## config.mk

```make
export PLATFORM = sky130hd
export DESIGN_NAME = shadow_chain_collector_flat
export DESIGN_NICKNAME = d
export VERILOG_FILES = /design/src/rtl/shadow_chain_collector_if.sv /design/src/rtl/shadow_chain_collector.sv /design/src/flat_wrapper.sv
export SDC_FILE = /design/constraint.sdc
export NUM_CORES = 1
export LEC_CHECK = 0
export CORE_ASPECT_RATIO = 1.25
export CORE_UTILIZATION = 60
export CTS_CLUSTER_DIAMETER = 30
export DETAILED_ROUTE_END_ITERATION = 16
export PLACE_DENSITY_LB_ADDON = 0.2
export REMOVE_ABC_BUFFERS = 1
export SLEW_MARGIN = 10
export SYNTH_ARGS = -nofsm -noshare
export SYNTH_HDL_FRONTEND = slang
export SYNTH_SLANG_ARGS = --single-unit
```

## constraint.sdc

```tcl
create_clock -name sh_clk -period 4.3 [get_ports sh_clk]
set_clock_uncertainty 0.05 [all_clocks]
set_input_delay 0.43 -clock sh_clk [delete_from_list [all_inputs] [get_ports sh_clk]]
set_output_delay 0.43 -clock sh_clk [all_outputs]
set_load 0.03 [all_outputs]
```

## src/rtl/shadow_chain_collector_if.sv

```systemverilog
// Host/chain-side bus of shadow_chain_collector: dump request, serial chain input,
// FIFO readout handshake and status. 'slave' is the collector's view, 'master' the
// view of whatever drives it (capture module plus host).
interface shadow_chain_collector_if #(
    parameter int DFF_BITS = 6
);
    logic                dump_req;    // host pulse: start one dump
    logic                dump_en;     // to capture module: stream the chain
    logic                ch_in;       // serial chain data
    logic                ch_in_vld;   // ch_in carries a bit this cycle
    logic                ch_in_done;  // chain finished
    logic [DFF_BITS-1:0] rd_data;     // FIFO head word
    logic                rd_vld;      // rd_data valid
    logic                rd_rdy;      // host consumes head on rd_vld & rd_rdy
    logic                busy;        // collector not idle
    logic [7:0]          frame_bits;  // bits in last completed dump (saturating)
    logic                overflow;    // sticky: word dropped on full FIFO
    logic                timeout;     // sticky: last dump aborted by timeout

    modport slave (
        input  dump_req, ch_in, ch_in_vld, ch_in_done, rd_rdy,
        output dump_en, rd_data, rd_vld, busy, frame_bits, overflow, timeout
    );

    modport master (
        output dump_req, ch_in, ch_in_vld, ch_in_done, rd_rdy,
        input  dump_en, rd_data, rd_vld, busy, frame_bits, overflow, timeout
    );
endinterface

```

## src/rtl/shadow_chain_collector.sv

```systemverilog
// Purpose : requests a shadow-chain dump, deserializes the LSB-first bit stream into
//           DFF_BITS-wide words and queues them in a DEPTH-entry FIFO for the host.
// Latency : word visible on rd_data one cycle after its last bit; dump_en one cycle after dump_req.
// Backpr. : rd_vld/rd_rdy on readout; the chain cannot be stalled, so a word arriving
//           at a full FIFO (with no pop that cycle) is dropped and flags overflow.
// Ports   : sh_clk, sh_rst (async, active-low) plus bus (slave modport):
//           dump_req/dump_en, ch_in/ch_in_vld/ch_in_done, rd_data/rd_vld/rd_rdy,
//           busy, frame_bits, overflow, timeout.
module shadow_chain_collector #(
    parameter int DFF_BITS = 6,
    parameter int DEPTH    = 4,
    parameter int TIMEOUT  = 255
) (
    input  logic                         sh_clk,
    input  logic                         sh_rst,
    shadow_chain_collector_if.slave      bus
);
    localparam int AW = $clog2(DEPTH);
    localparam int IW = (DFF_BITS > 1) ? $clog2(DFF_BITS) : 1;

    localparam logic [1:0] ST_IDLE  = 2'd0;
    localparam logic [1:0] ST_RECV  = 2'd1;
    localparam logic [1:0] ST_CLOSE = 2'd2;

    logic [1:0]          state_q, state_d;
    logic [IW-1:0]       idx_q, idx_d;
    logic [DFF_BITS-1:0] sr_q, sr_d;
    logic [7:0]          bit_cnt_q, bit_cnt_d;
    logic [7:0]          idle_q, idle_d;
    logic [7:0]          frame_q, frame_d;
    logic                ovf_q, ovf_d;
    logic                tmo_q, tmo_d;

    logic                push;
    logic                push_ok;
    logic                pop;
    logic [DFF_BITS-1:0] push_word;
    logic [DFF_BITS-1:0] word_v;

    logic [DFF_BITS-1:0] mem_q [DEPTH];
    logic [AW:0]         wr_q, rd_q;
    logic                fifo_full;
    logic                fifo_empty;

    // Extra wrap bit distinguishes full (MSBs differ) from empty (pointers equal).
    assign fifo_empty = (wr_q == rd_q);
    assign fifo_full  = (wr_q[AW] != rd_q[AW]) && (wr_q[AW-1:0] == rd_q[AW-1:0]);
    assign pop        = !fifo_empty && bus.rd_rdy;
    // A simultaneous pop frees a slot, so a full FIFO still accepts the push.
    assign push_ok    = push && (!fifo_full || pop);

    always_comb begin
        state_d   = state_q;
        idx_d     = idx_q;
        sr_d      = sr_q;
        bit_cnt_d = bit_cnt_q;
        idle_d    = idle_q;
        frame_d   = frame_q;
        ovf_d     = ovf_q;
        tmo_d     = tmo_q;
        push      = 1'b0;
        push_word = '0;
        word_v    = sr_q;

        case (state_q)
            ST_IDLE: begin
                if (bus.dump_req) begin
                    state_d   = ST_RECV;
                    ovf_d     = 1'b0;
                    tmo_d     = 1'b0;
                    bit_cnt_d = '0;
                    sr_d      = '0;
                    idx_d     = '0;
                    idle_d    = '0;
                end
            end

            ST_RECV: begin
                if (bus.ch_in_vld) begin
                    word_v[idx_q] = bus.ch_in;
                    idle_d        = '0;
                    bit_cnt_d     = (bit_cnt_q == 8'hFF) ? 8'hFF : bit_cnt_q + 8'd1;
                    if (idx_q == IW'(DFF_BITS - 1)) begin
                        push      = 1'b1;
                        push_word = word_v;
                        sr_d      = '0;
                        idx_d     = '0;
                    end else begin
                        sr_d  = word_v;
                        idx_d = idx_q + IW'(1);
                    end
                end

                if (bus.ch_in_done) begin
                    // Bit of this cycle (if any) is already folded into sr_d/idx_d.
                    // A completed word resets idx_d, so at most one push per cycle.
                    if (idx_d != '0) begin
                        push      = 1'b1;
                        push_word = sr_d;
                    end
                    sr_d    = '0;
                    idx_d   = '0;
                    frame_d = bit_cnt_d;
                    state_d = ST_CLOSE;
                end else if (!bus.ch_in_vld) begin
                    if (idle_q == 8'(TIMEOUT - 1)) begin
                        tmo_d   = 1'b1;
                        frame_d = bit_cnt_q;
                        sr_d    = '0;
                        idx_d   = '0;
                        state_d = ST_IDLE;
                    end else begin
                        idle_d = idle_q + 8'd1;
                    end
                end
            end

            ST_CLOSE: state_d = ST_IDLE;

            default: state_d = ST_IDLE;
        endcase

        if (push && !push_ok) begin
            ovf_d = 1'b1;
        end
    end

    always_ff @(posedge sh_clk or negedge sh_rst) begin
        if (!sh_rst) begin
            state_q   <= ST_IDLE;
            idx_q     <= '0;
            sr_q      <= '0;
            bit_cnt_q <= '0;
            idle_q    <= '0;
            frame_q   <= '0;
            ovf_q     <= 1'b0;
            tmo_q     <= 1'b0;
            wr_q      <= '0;
            rd_q      <= '0;
        end else begin
            state_q   <= state_d;
            idx_q     <= idx_d;
            sr_q      <= sr_d;
            bit_cnt_q <= bit_cnt_d;
            idle_q    <= idle_d;
            frame_q   <= frame_d;
            ovf_q     <= ovf_d;
            tmo_q     <= tmo_d;
            if (push_ok) begin
                wr_q <= wr_q + (AW+1)'(1);
            end
            if (pop) begin
                rd_q <= rd_q + (AW+1)'(1);
            end
        end
    end

    // Storage needs no reset: entries are only observable between push and pop.
    always_ff @(posedge sh_clk) begin
        if (push_ok) begin
            mem_q[wr_q[AW-1:0]] <= push_word;
        end
    end

    assign bus.dump_en    = (state_q == ST_RECV);
    assign bus.busy       = (state_q != ST_IDLE);
    assign bus.rd_vld     = !fifo_empty;
    // Head is forced to zero while empty so reset/empty readout is deterministic.
    assign bus.rd_data    = fifo_empty ? '0 : mem_q[rd_q[AW-1:0]];
    assign bus.frame_bits = frame_q;
    assign bus.overflow   = ovf_q;
    assign bus.timeout    = tmo_q;

endmodule

```

## src/flat_wrapper.sv

```systemverilog
// flat-port wrapper written by rule: the top's interface ports become plain ports
module shadow_chain_collector_flat 
#(
    parameter int DFF_BITS = 6,
    parameter int DEPTH    = 4,
    parameter int TIMEOUT  = 255
)
  (sh_clk, sh_rst, bus_dump_req, bus_ch_in, bus_ch_in_vld, bus_ch_in_done, bus_rd_rdy, bus_dump_en, bus_rd_data, bus_rd_vld, bus_busy, bus_frame_bits, bus_overflow, bus_timeout);
  shadow_chain_collector_if #(.DFF_BITS(DFF_BITS)) bus_i ();
  input  logic sh_clk;
  input  logic sh_rst;
  input wire logic [$bits(bus_i.dump_req)-1:0] bus_dump_req;
  input wire logic [$bits(bus_i.ch_in)-1:0] bus_ch_in;
  input wire logic [$bits(bus_i.ch_in_vld)-1:0] bus_ch_in_vld;
  input wire logic [$bits(bus_i.ch_in_done)-1:0] bus_ch_in_done;
  input wire logic [$bits(bus_i.rd_rdy)-1:0] bus_rd_rdy;
  output wire logic [$bits(bus_i.dump_en)-1:0] bus_dump_en;
  output wire logic [$bits(bus_i.rd_data)-1:0] bus_rd_data;
  output wire logic [$bits(bus_i.rd_vld)-1:0] bus_rd_vld;
  output wire logic [$bits(bus_i.busy)-1:0] bus_busy;
  output wire logic [$bits(bus_i.frame_bits)-1:0] bus_frame_bits;
  output wire logic [$bits(bus_i.overflow)-1:0] bus_overflow;
  output wire logic [$bits(bus_i.timeout)-1:0] bus_timeout;
  assign bus_i.dump_req = bus_dump_req;
  assign bus_i.ch_in = bus_ch_in;
  assign bus_i.ch_in_vld = bus_ch_in_vld;
  assign bus_i.ch_in_done = bus_ch_in_done;
  assign bus_i.rd_rdy = bus_rd_rdy;
  assign bus_dump_en = bus_i.dump_en;
  assign bus_rd_data = bus_i.rd_data;
  assign bus_rd_vld = bus_i.rd_vld;
  assign bus_busy = bus_i.busy;
  assign bus_frame_bits = bus_i.frame_bits;
  assign bus_overflow = bus_i.overflow;
  assign bus_timeout = bus_i.timeout;
  shadow_chain_collector #(.DFF_BITS(DFF_BITS), .DEPTH(DEPTH), .TIMEOUT(TIMEOUT)) u_core (.sh_clk(sh_clk), .sh_rst(sh_rst), .bus(bus_i));
endmodule
```

After elaboration in Yosys (flattened, before gate mapping)
Memory sizes are Yosys's and may differ from the RTL's.
Cells that the tools add are included.
{"block": "classes", "n_mux": 55, "add_sub_neg": 5, "magnitude_cmp": 2, "reduce_logical": 21, "eq_ne": 14}
{"operator": "$mux W8", "n": 10}
{"operator": "$mux W6", "n": 12}
{"operator": "$pmux W8 S2", "n": 2}
{"operator": "$mux W3", "n": 7}
{"operator": "$add A8 B1 Y8 const B", "n": 2}
{"operator": "$eq A8 B8 Y1 const B", "n": 2}
{"operator": "$mux W1", "n": 14}
{"operator": "$pmux W6 S2", "n": 1}
{"operator": "$reduce_bool A2 Y1", "n": 5}
{"operator": "$add A3 B1 Y3 const B", "n": 3}
{"operator": "$mux W2", "n": 4}
{"operator": "$bwmux W6", "n": 1}
{"operator": "$ne A2 B2 Y1 const B", "n": 3}
{"operator": "$pmux W3 S2", "n": 1}
{"operator": "$reduce_and A3 Y1", "n": 2}
{"operator": "$logic_and A1 B1 Y1", "n": 5}
{"operator": "$reduce_and A5 Y1", "n": 1}
{"operator": "$lt A3 B4 Y1 const B", "n": 1}
{"operator": "$ne A2 B1 Y1 const B", "n": 2}
{"operator": "$pmux W2 S2", "n": 1}
{"operator": "$reduce_and A2 Y1", "n": 2}
{"operator": "$demux W1 S3", "n": 1}
{"operator": "$eq A3 B3 Y1", "n": 1}
{"operator": "$eq A3 B3 Y1 const B", "n": 1}
{"operator": "11 further kinds", "n": 13}
{"block": "totals", "output_inout_bits": 19, "n_memories": 1, "mem_bits_rw": 24, "inputBits": 7, "ff_bits": 43, "word_cells": 108}
{"name": "u_core.mem_q", "words": 4, "word_bits": 6, "read_ports": 1, "rd_ports_with_merged_regs": 0, "wr": 1, "line": "shadow_chain_collector.sv:40", "source": "logic [DFF_BITS-1:0] mem_q [DEPTH];"}

Longest topological paths before layout
Gate-level depths: netlist (run 1).
{"block": "logic_depth", "ltp_word": 13, "ltp_mapped": 8, "ltp_nobuf": 7}

Least setup slack after synthesis (run 1)
OpenSTA, ideal clock, no wires.
{"block": "synth_timing", "path_type": "reg-to-output", "from": "register u_core.rd_q[1]", "to": "output bus_rd_data[0]", "required_time_ps": 3820, "arrival_time_ps": 1542, "setup_slack_ps": 2278, "path_buffers": 1, "stages_incl_launch_ff": 6, "cell_sequence": "dfrtp_1 -> buf_4 -> xor2_1 -> nor2_1 -> nand2_1 -> and2_1"}
{"block": "synth_between", "elab_chain_len": 2, "elab_cells_between_ends": 3, "classes_between": "eq/ne (1); mux (1); memory (1)"}
{"item": "from (decl)", "line": "shadow_chain_collector.sv:41", "source": "logic [AW:0] wr_q, rd_q;"}
{"item": "from (signal assigned)", "line": "shadow_chain_collector.sv:153", "source": "rd_q <= rd_q + (AW+1)'(1);"}
{"item": "$mem_v2 Z4 W6 or $eq A3 B3 Y1 (tied branches)"}
{"item": "$mux W6 (*)", "line": "shadow_chain_collector.sv:169", "source": "assign bus.rd_data = fifo_empty ? '0 : mem_q[rd_q[AW-1:0]];"}
{"item": "to (decl)", "line": "flat_wrapper.sv:18", "source": "output wire logic [$bits(bus_i.rd_data)-1:0] bus_rd_data;"}
Mark *: on every way between the ends. The rest lies on a longest branch, timed or not.

Worst setup path after layout (run 1)
{"block": "layout_timing", "from": "register u_core.rd_q[0]", "to": "output bus_rd_data[2]"}
The elaborated chain is that of the path after synthesis.

==> insert_results.sql, run 1 <==
INSERT INTO impl_metrics (metric_group, metric, value, unit) VALUES
('outcome', 'result_of_the_run', 'completed', ''),
('sta', 'tightestPinTransition', '935', 'ps'),
('clock_network', 'worst_skew_pair.late_latency', '350', 'ps'),
('place', 'dpl_worst_slack', '1620', 'ps'),
('drt', 'remaining_drc_errors', '0', ''),
('clock_network', 'tritoncts.num_buffers', '9', ''),
('worst_setup_path', 'timing.critical_path.from_type', 'register', ''),
('worst_setup_path', 'regToRegStartpoint', 'u_core.idx_q[2]$_DFFE_PN0P_', ''),
('sta', 'setup_viol_count_final', '0', ''),
('sta', 'postLayoutSetupSlackWorst', '1350', 'ps'),
('finish', 'areaGrowthSynthToFinish', '12.3', '%'),
('worst_setup_path', 'reg2reg_slack', '2080', 'ps'),
('clock_network', 'cts_tree', 'built', ''),
('clock_network', 'numClockSinks', '67', ''),
('flow_run', 'drv.max_cap_violation_count', '0', ''),
('clock_network', 'cts-root-to-sink-buffers', '2', ''),
('place', 'instance_area_after_placement', '3800', 'µm²'),
('synth', 'synth_edf_count', '24', ''),
('clock_network', 'cts_hold_buf', '0', ''),
('global_route', 'initial_antenna_violation_count', '0', ''),
('drt', 'drt_first_pass_iters', '4', ''),
('floorplan', 'die_height', '88.0', 'µm'),
('place', 'place_congestion', '0.826', ''),
('synth', 'postSynthAreaPerCell', '10.5', 'µm²'),
('finish', 'most_frequent_standard_cell_in_the_layout_excluding_fill_and_tap_cells', 'sky130_fd_sc_hd__dfrtp_1', ''),
('drt', 'detailed_route_via_count', '2605', ''),
('worst_setup_path', 'reg2reg_depth', '4', ''),
('worst_setup_path', 'worst_r2r_endpoint', 'u_core.mem_q[1][5]$_DFFE_PP_', ''),
('place', 'post-dp-hpwl', '4950', 'µm'),
('drt', 'via_per_inst', '6.13', ''),
('synth', 'syn-cell-area', '3550', 'µm²'),
('sta', 'min_period_over_period', '68.6', '%'),
('synth', 'fraction_of_synthesis_flops_using_an_asynchronous_set_or_reset_pin', '64.2', '%'),
('worst_setup_path', 'worst-endpoint-arrival', '2470', 'ps'),
('synth', 'synth_seq_area_share', '50.6', '%'),
('power', 'power_density', '552', 'nW/µm²'),
('sta', 'totalNegativeSetupSlack', '0', 'ps'),
('global_route', 'groute.usage.overall', '24.8', '%'),
('sta', 'timing.slew.headroom', '37.6', '%'),
('sta', 'clock.fmax', '0.339', 'GHz'),
('finish', 'final_layout_size_suffix_gt1_share', '9.97', '%'),
('drt', 'drt_iter0_drc', '184', ''),
('clock_network', 'clkSlewWorstSetupHoldPaths', '70', 'ps'),
('drt', 'route.antenna.remaining_nets', '0', ''),
('finish', 'postLayoutCellArea', '3990', 'µm²'),
('place', 'buffer_ports.inserted', '25', ''),
('finish', 'layout.cells.most_common_list', '43 x sky130_fd_sc_hd__dfrtp_1, 39 x sky130_fd_sc_hd__o21ai_0, 31 x sky130_fd_sc_hd__nand2_1', ''),
('floorplan', 'die_w', '70.8', 'µm'),
('power', 'power.static_leakage', '0.00156', 'µW'),
('floorplan', 'placement_rows', '30', ''),
('power', 'vdd_drop_max', '0.395', 'mV'),
('global_route', 'grt_max_degree', '44', ''),
('sta', 'finalHoldViolCount', '0', ''),
('synth', 'synth_flop_cell', 'sky130_fd_sc_hd__dfrtp_1', ''),
('min_path', 'hold_path.class', 'in -> async', ''),
('synth', 'synth.lib_cells_used.distinct', '55', ''),
('worst_setup_path', 'setup.worst_path.end_class', 'primary output', ''),
('global_route', 'grt_remaining_overflow', '0', ''),
('finish', 'antenna_cells', '0', ''),
('worst_setup_path', 'cp.required', '3820', 'ps'),
('floorplan', 'floorplan.die_area', '6230', 'µm²'),
('floorplan', 'design.core.area', '5560', 'µm²'),
('synth', 'synthesis.instances', '337', ''),
('worst_setup_path', 'path_class', 'reg -> out', ''),
('synth', 'synth-seq-cells', '67', ''),
('sta', 'drv_slew', '0', ''),
('clock_network', 'postCtsResizedCells', '0', ''),
('global_route', 'grt_pass1_vias', '2512', ''),
('global_route', 'wire_length_of_the_first_global_routing_pass', '11600', 'µm'),
('finish', 'layout.nets', '371', ''),
('clock_network', 'clockRootBuffer', 'sky130_fd_sc_hd__clkbuf_8', ''),
('sta', 'grt_setup_unrepaired', 'no', ''),
('drt', 'drt-wirelength-per-cell', '16.4', 'µm'),
('clock_network', 'post-cts-setup-buffer-count', '0', ''),
('synth', 'synth_warnings', '0', ''),
('floorplan', 'io_pins', '26', ''),
('finish', 'fillCellCount', '422', ''),
('sta', 'fin_crit', '2950', 'ps'),
('clock_network', 'htreeDepth', '3', ''),
('worst_setup_path', 'crit_path_max_fo', '9', ''),
('drt', 'totalWireLength', '6970', 'µm'),
('floorplan', 'initial_core_util', '63.9', '%');
-- stage by stage --
| stage | hold WS (ps) | total power [µW] | instances | util [%] |
|---|---|---|---|---|
| detailed placement | 419 | 1710 | 409 | 68.4 |
| global route | 269 | 2320 | 425 | 71.8 |
| CTS | 211 | 2220 | 425 | 71.8 |
| floorplan | 84.4 | 1420 | 316 | - |
| finish | 174 | 2200 | 425 | 71.8 |
| global placement | 411 | 1680 | 409 | 68.4 |
-- worst max-delay path, stage by stage (launching register included) --
cell and delay, ps:
sky130_fd_sc_hd__dfrtp_1 650, sky130_fd_sc_hd__xor2_1 340, sky130_fd_sc_hd__nor2_1 80, sky130_fd_sc_hd__nand2_1 210, sky130_fd_sc_hd__and2_1 170, sky130_fd_sc_hd__clkdlybuf4s50_1 660
-- registers in the layout, indices dropped and copies added (netlist names), 2 cells and up --
signal                 cells
u_core.wr_q                3
u_core.bus.frame_bits      8
u_core.bit_cnt_q           8
u_core.rd_q                3
u_core.idle_q              8
u_core.mem_q              24
u_core.sr_q                6
u_core.state_q             2
u_core.idx_q               3
-- how the worst max path moves through the flow --
stage / slack [ps] / depth (start not counted) / to / from
floorplan: 2060 / 4 / u_core.bus.frame_bits[7]$_DFFE_PN0P_ / u_core.state_q[1]$_DFFE_PN0P_
global placement: 1700 / 5 / u_core.mem_q[0][1]$_DFFE_PP_ / bus_ch_in_vld
detailed placement: 1620 / 5 / u_core.mem_q[1][1]$_DFFE_PP_ / bus_ch_in_vld
CTS: 1300 / 5 / bus_rd_data[2] / u_core.rd_q[0]$_DFFE_PN0P_
global route: 1190 / 5 / bus_rd_data[2] / u_core.rd_q[0]$_DFFE_PN0P_
finish: 1350 / 5 / bus_rd_data[2] / u_core.rd_q[0]$_DFFE_PN0P_
-- routing by layer --
| layer | GRT usage, % | vias up | share of wire [%] |
|---|---|---|---|
| met5 | 0 | - | 0 |
| met4 | 9.09 | 0 | 1.6 |
| met3 | 5.98 | 9 | 3.4 |
| met2 | 43.8 | 50 | 51 |
| met1 | 29.6 | 1267 | 44 |
| li1 | - | 1279 | - |
-- where the power goes --
group	total (µW)	switching [µW]	internal, µW
clock	509	243	265
sequential	861	116	745
combinational	832	469	363
-- cells in the mapped netlist (all sizes together), types with 2 or more instances --
library cell	n	area, µm²
or4	2	22.5
o21ai	41	209
a41oi	2	17.5
o31ai	5	37.5
xor2	3	26.3
mux2i	4	40.0
mux4	6	135
and4b	2	20.0
nand4	6	37.5
inv	11	41.3
ha	8	100
nand4b	2	17.5
a22o	6	52.6
and3	6	37.5
a31oi	9	71.3
dfrtp	43	1080
o2bb2ai	2	17.5
nor4	2	27.5
nand2b	3	18.8
a21oi	22	110
clkbuf	9	33.8
nand2	31	116
and4	4	35.0
xnor2	4	35.0
a22oi	2	15.0
mux2	2	22.5
buf	12	76.3
and2	10	65.1
a21o	2	15.0
nand3	10	50.1
nor2	21	78.8
nor3	8	51.3
edfxtp	24	721
-- layout make-up --
type	count	area, µm²	share of cell area, %
sequential	67	1800	45.0
multi-input combinational	238	1600	40.2
timing repair buffer	29	275	6.90
clock buffer	9	124	3.10
tap	64	80.1	2.01
clock inverter	7	68.8	1.72
inverter	11	41.3	1.03
-- cell families (layout without fill, tap and decap cells) --
logic type               count (synthesis)  after routing  synth area share, %
flip-flops                              67             67                 50.6
AND/OR/NAND/NOR                        113            113                 17.5
multiplexers                            12             12                 5.57
adder cells (fa/ha/maj)                  8              8                 2.82
AO/OA/AOI/OAI                           98             98                 17.5
buffers and inverters                   32             56                 4.26
XOR/XNOR                                 7              7                 1.73
Note: power is estimated with default switching activity, not from simulation.
==> run 2: changes to the inputs <==
--- a/config.mk
+++ b/config.mk
@@ -6,7 +6,7 @@
 export NUM_CORES = 1
 export LEC_CHECK = 0
 export CORE_ASPECT_RATIO = 1.25
-export CORE_UTILIZATION = 60
+export CORE_UTILIZATION = 58
 export CTS_CLUSTER_DIAMETER = 30
 export DETAILED_ROUTE_END_ITERATION = 16
 export PLACE_DENSITY_LB_ADDON = 0.2
==> constraint.sdc (replaced) <==
create_clock -name sh_clk -period 2.95 [get_ports sh_clk]
set_clock_uncertainty 0.05 [all_clocks]
set_input_delay 0.295 -clock sh_clk [delete_from_list [all_inputs] [get_ports sh_clk]]
set_output_delay 0.295 -clock sh_clk [all_outputs]
set_load 0.03 [all_outputs]
==> run 2 against run 1 <==
  * Flip-flop and latch count unchanged
  * First-iteration DRC count down 21%
  * Non-clock buffer count up 4
  * Clock power up 62%
  * Cell area up 1.9%
  * Wire length up 3.4%
  * Utilization down 2.4 points
  * Register-to-register slack worse by 1400 ps
  * Critical path depth unchanged
  * Die area up 3.4%
  * Final cell count up 5.2%
  * Sequential share of layout area down 0.83 points
  * Critical path type unchanged
==> insert_results.sql, run 2 (synthesis gave the netlist of run 1 again) <==
INSERT INTO impl_metrics (metric_group, metric, value, unit) VALUES
('finish', 'layout.nets', '375', ''),
('flow_run', 'drv.max_cap_violation_count', '0', ''),
('clock_network', 'numClockSinks', '67', ''),
('worst_setup_path', 'reg2reg_slack', '700', 'ps'),
('sta', 'setup_viol_count_final', '0', ''),
('global_route', 'grt_pass1_vias', '2497', ''),
('drt', 'via_per_inst', '5.92', ''),
('worst_setup_path', 'path_buf_inv', '1', ''),
('worst_setup_path', 'crit_path_max_fo', '9', ''),
('finish', 'most_frequent_standard_cell_in_the_layout_excluding_fill_and_tap_cells', 'sky130_fd_sc_hd__dfrtp_1', ''),
('clock_network', 'post-cts-setup-buffer-count', '0', ''),
('min_path', 'hold_path.class', 'in -> async', ''),
('worst_setup_path', 'worst-endpoint-arrival', '2390', 'ps'),
('finish', 'antenna_cells', '0', ''),
('worst_setup_path', 'cp_slowest_cell', 'sky130_fd_sc_hd__clkdlybuf4s50_1', ''),
('drt', 'drt_iter0_drc', '145', ''),
('place', 'place.detailed.instances', '431', ''),
('finish', 'final_layout_size_suffix_gt1_share', '11.2', '%'),
('finish', 'layout.cells.most_common_list', '42 x sky130_fd_sc_hd__dfrtp_1, 39 x sky130_fd_sc_hd__o21ai_0, 31 x sky130_fd_sc_hd__nand2_1', ''),
('drt', 'wl_met3', '246', 'µm'),
('global_route', 'grt_remaining_overflow', '0', ''),
('finish', 'fillCellCount', '437', ''),
('place', 'buffer_ports.inserted', '25', ''),
('worst_setup_path', 'worstPathCellList', 'xor2_1, nor2_1, nand2_1, and2_1, clkdlybuf4s50_1', ''),
('sta', 'clock.fmax', '0.365', 'GHz'),
('finish', 'fin_cells', '447', ''),
('floorplan', 'initial_core_util', '60.6', '%'),
('sta', 'tightestPinTransition', '971', 'ps'),
('finish', 'area_taken_by_multi_input_logic_gates', '1600', 'µm²'),
('sta', 'timing.slew.headroom', '35.3', '%'),
('sta', 'drv_slew', '0', ''),
('global_route', 'groute.usage.overall', '24.8', '%'),
('drt', 'm1WireLength', '3070', 'µm'),
('floorplan', 'io_pins', '26', ''),
('finish', 'areaGrowthSynthToFinish', '14.5', '%'),
('sta', 'totalNegativeSetupSlack', '0', 'ps'),
('worst_setup_path', 'path_class', 'reg -> out', ''),
('sta', 'fin_crit', '2740', 'ps'),
('worst_setup_path', 'critPathMaxStageDelay', '670', 'ps'),
('clock_network', 'clockRootBuffer', 'sky130_fd_sc_hd__clkbuf_8', ''),
('place', 'dpl_worst_slack', '421', 'ps'),
('global_route', 'initial_antenna_violation_count', '0', ''),
('drt', 'routed-wl-met2', '3790', 'µm'),
('clock_network', 'clkSlewWorstSetupHoldPaths', '70', 'ps'),
('clock_network', 'tritoncts.num_buffers', '9', ''),
('worst_setup_path', 'category_of_cells_accounting_for_the_largest_share_of_critical_path_delay', 'buffers and inverters', ''),
('floorplan', 'design.core.area', '5860', 'µm²'),
('drt', 'route.antenna.remaining_nets', '0', ''),
('floorplan', 'die_w', '72.0', 'µm'),
('drt', 'routed.top_layer', 'met4', ''),
('global_route', 'wire_length_of_the_first_global_routing_pass', '12000', 'µm'),
('clock_network', 'htreeDepth', '3', ''),
('place', 'post-dp-hpwl', '5040', 'µm'),
('drt', 'drt_first_pass_iters', '4', ''),
('sta', 'min_period_over_period', '92.9', '%'),
('floorplan', 'die_height', '89.5', 'µm'),
('finish', 'final-seq-area', '1800', 'µm²'),
('power', 'vdd_drop_max', '0.426', 'mV'),
('worst_setup_path', 'cp.required', '2610', 'ps'),
('sta', 'grt_setup_unrepaired', 'no', ''),
('finish', 'largest_register_ffs', '24', ''),
('power', 'power.static_leakage', '0.00158', 'µW'),
('sta', 'finalHoldViolCount', '0', ''),
('power', 'power_density', '814', 'nW/µm²'),
('place', 'place_congestion', '0.853', ''),
('worst_setup_path', 'timing.critical_path.from_type', 'register', ''),
('outcome', 'result_of_the_run', 'completed', ''),
('floorplan', 'placement_rows', '31', ''),
('clock_network', 'worst_skew_pair.late_latency', '330', 'ps'),
('sta', 'timing.hold.ws', '67.2', 'ps'),
('global_route', 'grt_max_degree', '44', ''),
('drt', 'drt-wirelength-per-cell', '16.1', 'µm'),
('worst_setup_path', 'setup.worst_path.end_class', 'primary output', ''),
('drt', 'totalWireLength', '7210', 'µm'),
('drt', 'remaining_drc_errors', '0', ''),
('finish', 'fin_util', '69.5', '%'),
('floorplan', 'floorplan.die_area', '6440', 'µm²'),
('clock_network', 'cts-root-to-sink-buffers', '2', ''),
('clock_network', 'cts_tree', 'built', ''),
('drt', 'detailed_route_via_count', '2646', ''),
('sta', 'postLayoutSetupSlackWorst', '210', 'ps');
## run 2: cell types whose count changed in the layout (fill, tap and decap cells not counted), sizes merged
cell | before | now
bufinv | 1 | 2
clkinvlp | 1 | 2
buf | 5 | 9
clkinv | 5 | 3
## run 2: where the power goes
part / switching [µW] / internal [µW] / total [µW]
Clock: 352 / 472 / 824
Combinational: 694 / 534 / 1230
Sequential: 172 / 1090 / 1260
## run 2: final timing paths
kind,start,to,cells past startpoint
setup / recovery,u_core.rd_q[1]$_DFFE_PN0P_,bus_rd_data[0],5
min in group sh_clk,u_core.bus.frame_bits[2]$_DFFE_PN0P_,u_core.bus.frame_bits[2]$_DFFE_PN0P_,2
hold / removal,sh_rst,u_core.rd_q[2]$_DFFE_PN0P_,1
max in group asynchronous,sh_rst,u_core.rd_q[0]$_DFFE_PN0P_,1
setup reg to reg,u_core.idle_q[0]$_DFFE_PN0P_,u_core.bus.frame_bits[7]$_DFFE_PN0P_,6
hold reg to reg,u_core.bus.frame_bits[2]$_DFFE_PN0P_,u_core.bus.frame_bits[2]$_DFFE_PN0P_,2
## run 2: worst register-to-register path: cells and delay by family, from the launching register on
family | cells | cell delay (ps)
buffers and inverters | 1 | 100
and+or+nand+nor | 2 | 210
muxes | 1 | 410
adders and majority gates | 1 | 240
AOI/OAI and AO/OA | 1 | 740
DFF | 1 | 380
## run 2: layout make-up
type                    count  area share [%]
inverters                  11            1.02
well taps                  82            2.52
clock inverters             7            2.28
flip-flops and latches     67            44.2
repair buffers             33            7.51
multi-input cells         238            39.4
clock buffers               9            3.05
## run 2: timing repair
item                       in CTS  in global routing
setup endpoints to repair       0                  5
hold buffers                    0                  0
resized for setup               0                  1
## run 2: metal layers
metal | global-route usage [%] | vias to the layer above
li1 | - | 1297
met1 | 30.6 | 1280
met2 | 43.0 | 61
met3 | 4.28 | 8
met4 | 11.4 | 0
met5 | 0 | -
## run 2: metrics by stage
step / area (µm²) / total power, µW
floorplan: 3440 / 2060
global placement: 3850 / 2460
detailed placement: 3850 / 2510
CTS: 4070 / 3350
global route: 4070 / 3500
finish: 4070 / 3310
